[config.mk]
export PLATFORM = sky130hd
export DESIGN_NAME = fifo_read_interface_flat
export DESIGN_NICKNAME = d
export VERILOG_FILES = /design/src/rtl/fifo_read_interface_pkg.sv /design/src/rtl/fifo_read_interface_if.sv /design/src/rtl/fifo_read_interface_read_pointer.sv /design/src/rtl/fifo_read_interface.sv /design/src/flat_wrapper.sv
export SDC_FILE = /design/constraint.sdc
export NUM_CORES = 1
export LEC_CHECK = 0
export ABC_AREA = 0
export BUFFER_PORTS_ARGS = -buffer_cell sky130_fd_sc_hd__clkbuf_2
export CORE_AREA = 2 2 60 68
export CTS_CLUSTER_SIZE = 25
export DETAILED_ROUTE_END_ITERATION = 6
export DIE_AREA = 0 0 62 70
export PLACE_DENSITY = 0.82
export SLEW_MARGIN = 40
export SYNTH_ARGS = -nofsm -noshare
export SYNTH_HDL_FRONTEND = slang
export SYNTH_HIERARCHICAL = 1
export SYNTH_SLANG_ARGS = --single-unit
[constraint.sdc]
create_clock -name clk -period 5.3 [get_ports clk]
set_input_delay 0.53 -clock clk [delete_from_list [all_inputs] [get_ports clk]]
set_output_delay 0.53 -clock clk [all_outputs]
set_load 0.005 [all_outputs]
[src/rtl/fifo_read_interface_pkg.sv]
// fifo_pkg: buffer state type and pointer helpers shared by the read and write sides.
package fifo_pkg;

    typedef enum logic [1:0] {BUF_EMPTY, BUF_ONE, BUF_TWO} buf_state_e;

    function automatic int ptr_w(input int aw);
        return aw + 1;
    endfunction

    function automatic logic ptr_empty(input logic [31:0] wa, input logic [31:0] ra);
        return wa == ra;
    endfunction

    // Pointers are zero-extended, so full means they differ in the wrap bit only.
    function automatic logic ptr_full(input logic [31:0] wa, input logic [31:0] ra, input int aw);
        return (wa ^ ra) == (32'd1 << aw);
    endfunction

endpackage

[src/rtl/fifo_read_interface_if.sv]
// fifo_read_interface_if: first-word-fall-through valid/ready consumer port.
interface fifo_read_interface_if #(parameter int DATA_WIDTH = 8);
    logic                  rd_valid;
    logic                  rd_ready;
    logic [DATA_WIDTH-1:0] rd_data;

    modport master(output rd_valid, output rd_data, input rd_ready);
    modport slave(input rd_valid, input rd_data, output rd_ready);
endinterface

[src/rtl/fifo_read_interface_read_pointer.sv]
// read_pointer: wrap-bit address counter with increment enable.
module read_pointer import fifo_pkg::*; #(
    parameter int ADDR_WIDTH = 10
) (
    input  logic              clk,
    input  logic              rstn,
    input  logic              inc,
    output logic [ADDR_WIDTH:0] ptr
);
    localparam int PW = ptr_w(ADDR_WIDTH);

    logic [PW-1:0] ptr_q, ptr_d;

    always_comb ptr_d = inc ? ptr_q + PW'(1) : ptr_q;

    always_ff @(posedge clk or negedge rstn) begin
        if (!rstn) ptr_q <= '0;
        else       ptr_q <= ptr_d;
    end

    assign ptr = ptr_q;
endmodule

[src/rtl/fifo_read_interface.sv]
// fifo_read_interface: FIFO read side; owns the read pointer, derives flags and
// hides the memory read latency behind a 2-entry output buffer.
module fifo_read_interface import fifo_pkg::*; #(
    parameter int DATA_WIDTH = 8,
    parameter int ADDR_WIDTH = 10
) (
    input  logic                  clk,
    input  logic                  rstn,
    input  logic [ADDR_WIDTH:0]   write_addr,
    input  logic [DATA_WIDTH-1:0] mem_read_data,
    output logic                  mem_read_en,
    output logic [ADDR_WIDTH:0]   read_addr,
    output logic                  full,
    output logic                  empty,
    output logic [ADDR_WIDTH:0]   count,
    fifo_read_interface_if.master rd
);
    buf_state_e            state_q, state_d;
    logic                  inflight_q, inflight_d;
    logic [DATA_WIDTH-1:0] head_q, head_d, tail_q, tail_d;
    logic [1:0]            occ;
    logic                  pop;

    read_pointer #(.ADDR_WIDTH(ADDR_WIDTH)) u_read_pointer (
        .clk (clk),
        .rstn(rstn),
        .inc (mem_read_en),
        .ptr (read_addr)
    );

    assign empty = ptr_empty(32'(write_addr), 32'(read_addr));
    assign full  = ptr_full(32'(write_addr), 32'(read_addr), ADDR_WIDTH);
    assign count = write_addr - read_addr;

    assign occ         = state_q == BUF_TWO ? 2'd2 : state_q == BUF_ONE ? 2'd1 : 2'd0;
    assign pop         = rd.rd_valid && rd.rd_ready;
    // Fetch only when the word would still have a buffer slot on arrival.
    assign mem_read_en = !empty && ({1'b0, occ} + {2'b0, inflight_q} - {2'b0, pop} < 3'd2);

    assign rd.rd_valid = state_q != BUF_EMPTY;
    assign rd.rd_data  = head_q;

    always_comb begin
        state_d    = state_q;
        head_d     = head_q;
        tail_d     = tail_q;
        inflight_d = mem_read_en;
        unique case (state_q)
            BUF_EMPTY: begin
                state_d = inflight_q ? BUF_ONE : BUF_EMPTY;
                head_d  = inflight_q ? mem_read_data : head_q;
            end
            BUF_ONE: begin
                state_d = inflight_q ? (pop ? BUF_ONE : BUF_TWO) : (pop ? BUF_EMPTY : BUF_ONE);
                head_d  = inflight_q && pop ? mem_read_data : head_q;
                tail_d  = inflight_q && !pop ? mem_read_data : tail_q;
            end
            BUF_TWO: begin
                state_d = pop && !inflight_q ? BUF_ONE : BUF_TWO;
                head_d  = pop ? tail_q : head_q;
                tail_d  = pop && inflight_q ? mem_read_data : tail_q;
            end
            default: state_d = BUF_EMPTY;
        endcase
    end

    always_ff @(posedge clk or negedge rstn) begin
        if (!rstn) begin
            state_q    <= BUF_EMPTY;
            inflight_q <= 1'b0;
            head_q     <= '0;
            tail_q     <= '0;
        end else begin
            state_q    <= state_d;
            inflight_q <= inflight_d;
            head_q     <= head_d;
            tail_q     <= tail_d;
        end
    end
endmodule

[src/flat_wrapper.sv]
// flat-port wrapper written by rule: the top's interface ports become plain ports
module fifo_read_interface_flat import fifo_pkg::*;
#(
    parameter int DATA_WIDTH = 8,
    parameter int ADDR_WIDTH = 10
)
  (clk, rstn, write_addr, mem_read_data, mem_read_en, read_addr, full, empty, count, rd_rd_valid, rd_rd_data, rd_rd_ready);
  fifo_read_interface_if #(.DATA_WIDTH(DATA_WIDTH)) rd_i ();
  input  logic clk;
  input  logic rstn;
  input  logic [ADDR_WIDTH:0] write_addr;
  input  logic [DATA_WIDTH-1:0] mem_read_data;
  output logic mem_read_en;
  output logic [ADDR_WIDTH:0] read_addr;
  output logic full;
  output logic empty;
  output logic [ADDR_WIDTH:0] count;
  output wire logic [$bits(rd_i.rd_valid)-1:0] rd_rd_valid;
  output wire logic [$bits(rd_i.rd_data)-1:0] rd_rd_data;
  input wire logic [$bits(rd_i.rd_ready)-1:0] rd_rd_ready;
  assign rd_rd_valid = rd_i.rd_valid;
  assign rd_rd_data = rd_i.rd_data;
  assign rd_i.rd_ready = rd_rd_ready;
  fifo_read_interface #(.DATA_WIDTH(DATA_WIDTH), .ADDR_WIDTH(ADDR_WIDTH)) u_core (.clk(clk), .rstn(rstn), .write_addr(write_addr), .mem_read_data(mem_read_data), .mem_read_en(mem_read_en), .read_addr(read_addr), .full(full), .empty(empty), .count(count), .rd(rd_i));
endmodule
Word-level counts from Yosys, hierarchy flattened
Cells that the tools add are included.
{"block": "totals", "in_bits": 22, "out_inout_bits": 34, "wordCells": 48, "regBits": 30}
{"block": "classes", "n_addsub": 4, "order_cmp": 1, "muxes": 14, "eq_ne": 9, "reduce_logical": 14, "n_bitwise": 1}
{"operator": "$eq 32x11->1 const B", "n": 1}
{"operator": "$mux 8", "n": 4}
{"operator": "$pmux 8 s3", "n": 1}
{"operator": "$pmux 8 s2", "n": 1}
{"operator": "$add 11x1->11 const B", "n": 1}
{"operator": "$eq 11x11->1", "n": 1}
{"operator": "$sub 11x11->11", "n": 1}
{"operator": "$xor 11x11->11", "n": 1}
{"operator": "$mux 2", "n": 4}
{"operator": "$ne 2x2->1 const B", "n": 3}
{"operator": "$pmux 2 s3", "n": 1}
{"operator": "$logic_and 1x1->1", "n": 5}
{"operator": "$ne 2x1->1 const B", "n": 2}
{"operator": "$reduce_and 4->1", "n": 1}
{"operator": "$reduce_bool 2->1", "n": 2}
{"operator": "$add 2x1->3", "n": 1}
{"operator": "$logic_not 1->1", "n": 3}
{"operator": "$lt 3x2->1 const B", "n": 1}
{"operator": "$mux 1", "n": 3}
{"operator": "$reduce_and 3->1", "n": 1}
{"operator": "$reduce_bool 3->1", "n": 1}
{"operator": "$sub 3x1->3", "n": 1}
{"operator": "$eq 2x1->1 const B", "n": 1}
{"operator": "$eq 2x2->1 const B", "n": 1}
{"operator": "$logic_not 2->1", "n": 1}

Logic depth before layout (Yosys ltp)
Gate-level depths: netlist of the first run.
{"block": "logic_depth", "word_depth": 7, "ltp_mapped": 13, "ltp_nobuf": 13}

By module
Netlist of the first run, hierarchy kept.
{"mod": "fifo_read_interface", "n_inst": 1, "cells_per_inst": 152, "seq_area_each_um2": 475.5, "area_each_um2": 1470.2}
{"mod": "read_pointer", "n_inst": 1, "cells_per_inst": 40, "seq_area_each_um2": 275.3, "area_each_um2": 496.7}

Worst setup path before layout of the first run
Ideal clock, no wire load.
{"block": "synth_path", "path_kind": "register to register", "startpoint": "register u_core.state_q[0]", "endpoint": "register u_core.u_read_pointer.ptr_q[10] (netlist: u_core/u_read_pointer/ptr[10])", "stages_incl_launch_ff": 14, "path_slack_ns": 2.527, "t_arrival_ns": 2.694, "n_path_buf": 0, "setup_ns": 0.079, "synth_period_minus_slack_ns": 2.773, "required_ns": 5.221, "path_cell_list": "dfrtp_1 -> inv_1 -> ha_1 -> inv_1 -> nand2_1 -> nor2_1 -> o21ai_0 -> fa_1 -> xnor2_1 -> nand2_1 -> nor2_1 -> nand4_4 -> nor4_4 -> xor2_1"}
{"block": "synth_between", "word_cells_on_any_way": 10, "cone_classes": "add/sub (2); order compare (1); eq/ne (2); mux (2); reduce/logical (3)"}
{"item": "start: declaration", "line": "fifo_read_interface.sv:18", "text": "buf_state_e state_q, state_d;"}
{"item": "start signal: assignment", "line": "fifo_read_interface.sv:74", "text": "state_q <= state_d;"}
{"item": "$reduce_bool 2->1", "line": "fifo_read_interface.sv:40", "text": "assign rd.rd_valid = state_q != BUF_EMPTY;"}
{"item": "via rd_rd_valid", "line": "flat_wrapper.sv:18", "text": "output wire logic [$bits(rd_i.rd_valid)-1:0] rd_rd_valid;"}
{"item": "$logic_and 1x1->1", "line": "fifo_read_interface.sv:36", "text": "assign pop = rd.rd_valid && rd.rd_ready;"}
{"item": "$sub 3x1->3", "line": "fifo_read_interface.sv:38", "text": "assign mem_read_en = !empty && ({1'b0, occ} + {2'b0, inflight_q} - {2'b0, pop} < 3'd2);"}
{"item": "$lt 3x2->1", "line": "fifo_read_interface.sv:38"}
{"item": "$logic_and 1x1->1", "line": "fifo_read_interface.sv:38"}
{"item": "via mem_read_en", "line": "flat_wrapper.sv:13", "text": "output logic mem_read_en;"}
{"item": "end signal: assignment", "line": "fifo_read_interface_read_pointer.sv:18", "text": "else ptr_q <= ptr_d;"}
{"item": "end: declaration", "line": "fifo_read_interface_read_pointer.sv:12", "text": "logic [PW-1:0] ptr_q, ptr_d;"}
The timed path passes the listed nets, and every way through them passes these cells.
A chain may end at the register's enable or synchronous reset.

Final worst setup path of the first run
{"block": "layout_path", "startpoint": "register u_core.state_q[0]", "endpoint": "output mem_read_en"}
{"block": "layout_between", "elab_chain_cells": 7, "word_cells_on_any_way": 10, "cone_classes": "add/sub (2); order compare (1); eq/ne (2); mux (2); reduce/logical (3)"}
{"item": "$eq 2x1->1", "line": "fifo_read_interface.sv:35", "text": "assign occ = state_q == BUF_TWO ? 2'd2 : state_q == BUF_ONE ? 2'd1 : 2'd0;"}
{"item": "$mux 1", "line": "fifo_read_interface.sv:35"}
{"item": "$mux 2", "line": "fifo_read_interface.sv:35"}
{"item": "$add 2x1->3", "line": "fifo_read_interface.sv:38"}
{"item": "$sub 3x1->3 *", "line": "fifo_read_interface.sv:38"}
{"item": "$lt 3x2->1 *", "line": "fifo_read_interface.sv:38"}
{"item": "$logic_and 1x1->1 *", "line": "fifo_read_interface.sv:38"}
{"item": "end: declaration", "line": "flat_wrapper.sv:13"}
Mark *: on every way between the ends. The rest lies on a longest branch, timed or not.

==> results of run 1 <==
worst register-to-register path, cell delays in order, from the launching register on:
cell and delay, ns:
dfrtp_1 0.37, inv_1 0.08, ha_1 0.21, inv_1 0.10, nand2_1 0.14, nor2_1 0.19
o21ai_0 0.14, fa_1 0.39, xnor2_1 0.14, nand2_1 0.06, nor2_1 0.47, nand4_4 0.21
nor3_1 0.26, xor2_1 0.17
cell type report:
class	instances	area share [%]
tap	52	2.70
clock inverter	1	1.25
multi-input combinational	139	47.1
clock buffer	7	3.17
timing repair buffer	55	11.4
inverter	21	3.27
sequential	30	31.1
state kept, by name, indices dropped and copies added, names as in the netlist:
signal,flops
u_core/inflight_q,1
u_core/rd.rd_data,8
u_core/state_q,2
u_core/tail_q,8
u_core/u_read_pointer/ptr,11
cells in the mapped netlist (2+ instances only):
cell	number
a31oi_1	2
inv_1	21
nor2_1	16
nand4_1	3
xor2_1	6
dfrtp_1	30
nand2_1	10
nor3_1	3
ha_1	16
mux2_2	9
mux2i_1	9
a21oi_1	16
fa_1	2
o21ai_0	6
a21oi_2	3
a21o_1	2
xnor2_1	14
nand3_1	6
logic make-up after synthesis:
group           Yosys count  share of synthesized area [%]
buf+inv                  23                           4.83
simple gates             46                           12.8
mux                      18                           9.73
compound gates           37                           13.4
xor+xnor                 20                           8.91
flops                    30                           38.2
fa+ha+maj                18                           12.2
stage by stage:
stage          utilization, %  hold WS [ns]  std cells  total power [mW]
2_1_floorplan               -         0.234        192             0.995
3_3_place_gp             61.0         0.490        297              1.21
3_5_place_dp             61.3         0.496        297              1.25
4_1_cts                  64.2         0.316        305              1.48
5_1_grt                  64.2         0.354        305              1.60
6_report                 64.2         0.295        305              1.46
final timing paths:
check	endpoint	start	slack, ns	depth (start not counted)
setup / recovery	mem_read_en	u_core/state_q[0]	1.98	11
max in group asynchronous	u_core/u_read_pointer/ptr[10]	rstn	4.55	1
hold reg to reg	u_core/tail_q[5]	u_core/tail_q[5]	0.51	1
setup reg to reg	u_core/u_read_pointer/ptr[7]	u_core/state_q[0]	2.28	13
hold / removal	u_core/tail_q[2]	rstn	0.29	1
min in group clk	u_core/tail_q[5]	mem_read_data[5]	0.50	2
routing by layer:
metal	part of all wire [%]	routed length, um
met1	42	1620
met2	51	1930
met3	5.2	199
met4	1.7	64
met5	0	0
report_power, final:
| group | switching, mW | internal, mW | total (mW) |
|---|---|---|---|
| logic | 0.420 | 0.390 | 0.810 |
| registers | 0.0977 | 0.337 | 0.434 |
| clock network | 0.0785 | 0.140 | 0.219 |
==> results.md, run 1 <==
- Area of the multi-input gates: around 1100 um2
- Syn_area_per_cell: between 10 and 15 um2
- Core ar.: between 3000 and 4000 um2
- Worst-margin pin slew: roughly 0.7 ns
- RSZ-0062 raised after global routing: false
- DP Worst Slack: roughly 2.3 ns
- Final worst setup slack: between 1.5 and 2 ns
- Slowest cell on the critical path: nor2_1
- Register area: 751 um2
- Die Wd: between 60 and 70 um
- Met1 usage in global routing: 23.8%
- Share of post-route cells with drive strength above 1: 33.2%
- Final setup vio count: 0
- Met3 Track Usage GR: between 4 and 5%
- Largest area contributor in the netlist: dfrtp_1
- # IOs: between 50 and 60
- CP delay by family, top: simple AND/OR/NAND/NOR gates
- Worst-path clk slew: roughly 0.060 ns
- Synth area leaders: dfrtp_1 38%, ha_1 10%, xnor2_1 6.2%
- Post-DP HPWL: slightly above 3000 um
- Synth top area share: around two fifths
- Register area share after synthesis: between 30% and 40%
- Avg WL per Cell: 12.5 um
- EDFF count, synth: 0
- Slew HR: between 50% and 60%
- PwrDens: 607 nW/um2
- Vias per Instance: between 5 and 6
- Starting Density: about 52%
- All-Layer GR Usage: between 10% and 20%
- Critical Path RT: approximately 4.8 ns
- FILL cells: roughly 320
- CTS max path bufs: 2
- Commonest non-fill, non-tap cell in the layout: clkbuf_2
- Floorplan row count: 24
- Maxcap violations: 0
- Die H: 70 um
- Final Hold Viols: 0
- Area of placed instances: 2300 um2
- Grt peak-use layer: met2
- Initial antenna violation count: 0
- Worst Path Arrival: 2.79 ns
- DRC Markers: 0
- Final #Nets: a little under 300
- Post-route cell area: 2410 um2
- Mapped Cells: 192
- Critical path's largest stage delay: 0.47 ns
- Status: completed
- Crit-path max FO: 8
- GP Congestion: 0.758
- GR Util met2: about a third
- Leakage: around 1.2 nW
- PortBufs: 55
- N_diodes: 0
- TNS Setup: 0 ns
- Period utilization: 62.7%
- Max IR drop VDD: between 0.3 and 0.4 mV
- Net Count, Synth: ~230
- Hold-fix buffers, CTS: 0
- Synthesized flop and latch total: 30
- CTS H-tree lvls: 2
- Post-DRT Antenna Nets: 0
- Worst path bufs/invs: 3
- Final slew viol count: 0
- CTS tree: yes
- DR vias: approximately 1600
- Top_reg_cell synth: dfrtp_1
- Cells along the critical path: inv_1 > ha_1 > inv_1 > nand2_1 > nor2_1 > o21ai_0 > fa_1 > xnor2_1 > nand2_1 > nor2_1 > clkbuf_2
- Area of the mapped netlist: around 2000 um2
- Clk_lat worst skew: roughly 0.28 ns
- Setup Crit Path Kind: flop to output port
- # clock sinks: 30
- Min Tclk post-route: ~3.3 ns
- CP endpoint kind: output port
- FFs w/ async S/R, synth: 100%
- DR pass1 iterations: 4
- Post-CTS Resized: 0
- Vias in the first global route: ~1500
- Largest net degree at the start of global routing: 31
- Most frequent cells in the layout: 55 x clkbuf_2, 30 x dfrtp_1, 21 x inv_1, 16 x nor2_1, 16 x a21oi_1
- Hold Path Class: input pin to async pin
- Routed WL: 3810 um
- Full die area: ~4300 um2
- Syn. warnings: 6
- Grt ovf: 0
- Startpoint types: flop
- First-pass GRT wire length: ~6300 um
- Buffer count from post-CTS setup fixing: 0
- Yosys cell types: 36
- Max Clock Freq: approximately 300 MHz
- Num CTS Buffers: 5
- Layout area overhead: 22.6%
- DR iter-0 viols: between 80 and 90
- Skew final: around 0.0069 ns
- Clock Root Buffer: clkbuf_8
(Power assumes the default switching activity.)
==> run 2, diff against run 1 <==
CORE_AREA = 2 2 65 73   (was 2 2 60 68)
DIE_AREA = 0 0 67 75   (was 0 0 62 70)
PLACE_DENSITY = 0.75   (was 0.82)
clock period = 2.7 ns   (was 5.3 ns; I/O delays follow)
==> results.md, run 2 (synthesis results as in run 1) <==
- Register area: between 700 and 800 um2
- Setup Crit Path Kind: flop to output port
- Final Hold Viols: 0
- PortBufs: 55
- Slowest cell on the critical path: dfrtp_1
- DR pass1 iterations: 4
- Slew HR: between 50% and 60%
- Full die area: 5030 um2
- WL met1: roughly 1800 um
- # clock sinks: 30
- Cells along the critical path: buf_4 > ha_4 > buf_4 > nor2_4 > o21ai_2 > fa_2 > xnor2_2 > nand2_1 > nor2_4 > buf_6 > clkbuf_2
- Share of post-route cells with drive strength above 1: about two fifths
- Period utilization: between 90 and 100%
- DR iter-0 viols: 52
- Routed wl met2: 2050 um
- Area of placed instances: approximately 2300 um2
- Die H: between 70 and 80 um
- Maxcap violations: 0
- GP Congestion: approximately 0.74
- Highest metal used: met4
- DR vias: ~1600
- RSZ-0062 raised after global routing: false
- Final slew viol count: 0
- Largest register FFs: 11
- DP Worst Slack: -0.0162 ns
- CP delay by family, top: buffers and inverters
- N_diodes: 0
- Crit-path max FO: 5
- Layout area overhead: 29.6%
- Critical Path RT: ~2.4 ns
- Worst path bufs/invs: 4
- CTS H-tree lvls: 2
- Clock Root Buffer: clkbuf_8
- Vias per Instance: 5.10
- Max Clock Freq: a little under 400 MHz
- Starting Density: around 46%
- Total Power: slightly above 3 mW
- Final worst setup slack: 0.107 ns
- Floorplan row count: 25
- Final setup vio count: 0
- Routed WL: 4160 um
- Num CTS Buffers: 5
- DRC Markers: 0
- Startpoint types: flop
- Worst Path Arrival: between 2 and 2.5 ns
- Status: completed
- Max IR drop VDD: approximately 0.7 mV
- PwrDens: 1220 nW/um2
- Initial antenna violation count: 0
- First-pass GRT wire length: ~6500 um
- FILL cells: around 380
- Vias in the first global route: around 1500
- Leakage: 1.23 nW
- CP endpoint kind: output port
- Clk_lat worst skew: around 0.28 ns
- Critical path's largest stage delay: approximately 0.38 ns
- Largest net degree at the start of global routing: 31
- Skew final: ~0.006 ns
- Final #Nets: about 310
- Area of the multi-input gates: 1180 um2
- Avg WL per Cell: about 13 um
- Most frequent cells in the layout: 54 x clkbuf_2, 30 x dfrtp_1, 19 x inv_1, 16 x a21oi_1
- Worst-margin pin slew: 0.655 ns
- Hold Path Class: input pin to async pin
- Grt ovf: 0
- CTS max path bufs: 2
- Commonest non-fill, non-tap cell in the layout: clkbuf_2
- All-Layer GR Usage: 17.4%
- CTS tree: yes
- Routed length on met3: around 270 um
- Post-DRT Antenna Nets: 0
- Die Wd: between 60 and 70 um
- Core ar.: 4250 um2
- Worst-path clk slew: roughly 0.060 ns
- Post-DP HPWL: 3170 um
- Post-route cell area: around 2500 um2
- # IOs: 56
- Min Tclk post-route: around 2.6 ns
[run 2: cell types whose count changed in the layout (fill, tap and decap cells not counted), sizes merged]
cell	delta
buf	+14
bufinv	-1
clkbuf	-1
clkinv	+1
[run 2: metrics by stage]
step	util (%)	TNS, ns	hold slack [ns]	std cells
floorplan	-	0	-0.0256	192
global placement	54.9	0	0.363	304
detailed placement	55.1	-0.0162	0.363	304
CTS	58.1	0	0.0536	313
global route	59.9	0	0.0673	320
finish	59.9	0	0.0105	320
[run 2: what timing repair did]
item	CTS	global route
endpoints found under the setup margin	2	6
pin swaps	0	5
resized for setup	7	9
hold buffers	0	0
gates cloned	0	0
buffers inserted	1	7
[run 2: path summary, 6_finish.rpt]
kind	depth (start not counted)	end	slack, ns	start
worst max-delay path	11	mem_read_en	0.11	u_core/state_q[0]
min in group clk	2	u_core/tail_q[3]	0.23	mem_read_data[3]
worst min-delay path	1	u_core/u_read_pointer/ptr[9]	0.01	rstn
max in group asynchronous	1	u_core/u_read_pointer/ptr[1]	2.26	rstn
worst min register to register	1	u_core/tail_q[0]	0.51	u_core/tail_q[0]
worst max register to register	12	u_core/u_read_pointer/ptr[8]	0.20	u_core/state_q[0]
[run 2: power breakdown]
part	internal (mW)	total (mW)	switching (mW)	leakage [nW]
combinational	0.975	1.92	0.949	0.834
sequential	0.661	0.816	0.155	0.351
clock	0.205	0.369	0.164	0.0482
total	1.84	3.11	1.27	1.23
[run 2: area by class of cell]
class | count | area share (%)
Clock inverter | 1 | 0.196
Multi-Input combinational cell | 139 | 46.4
Tap cell | 54 | 2.65
Inverter | 21 | 3.09
Clock buffer | 7 | 3.39
Timing Repair Buffer | 68 | 14.8
Sequential cell | 30 | 29.5
[run 2: metal layers]
| layer | track usage (%) | up-vias |
|---|---|---|
| li1 | - | 811 |
| met1 | 20.1 | 765 |
| met2 | 31.4 | 52 |
| met3 | 4.19 | 5 |
| met4 | 6.12 | 0 |
| met5 | 0 | - |
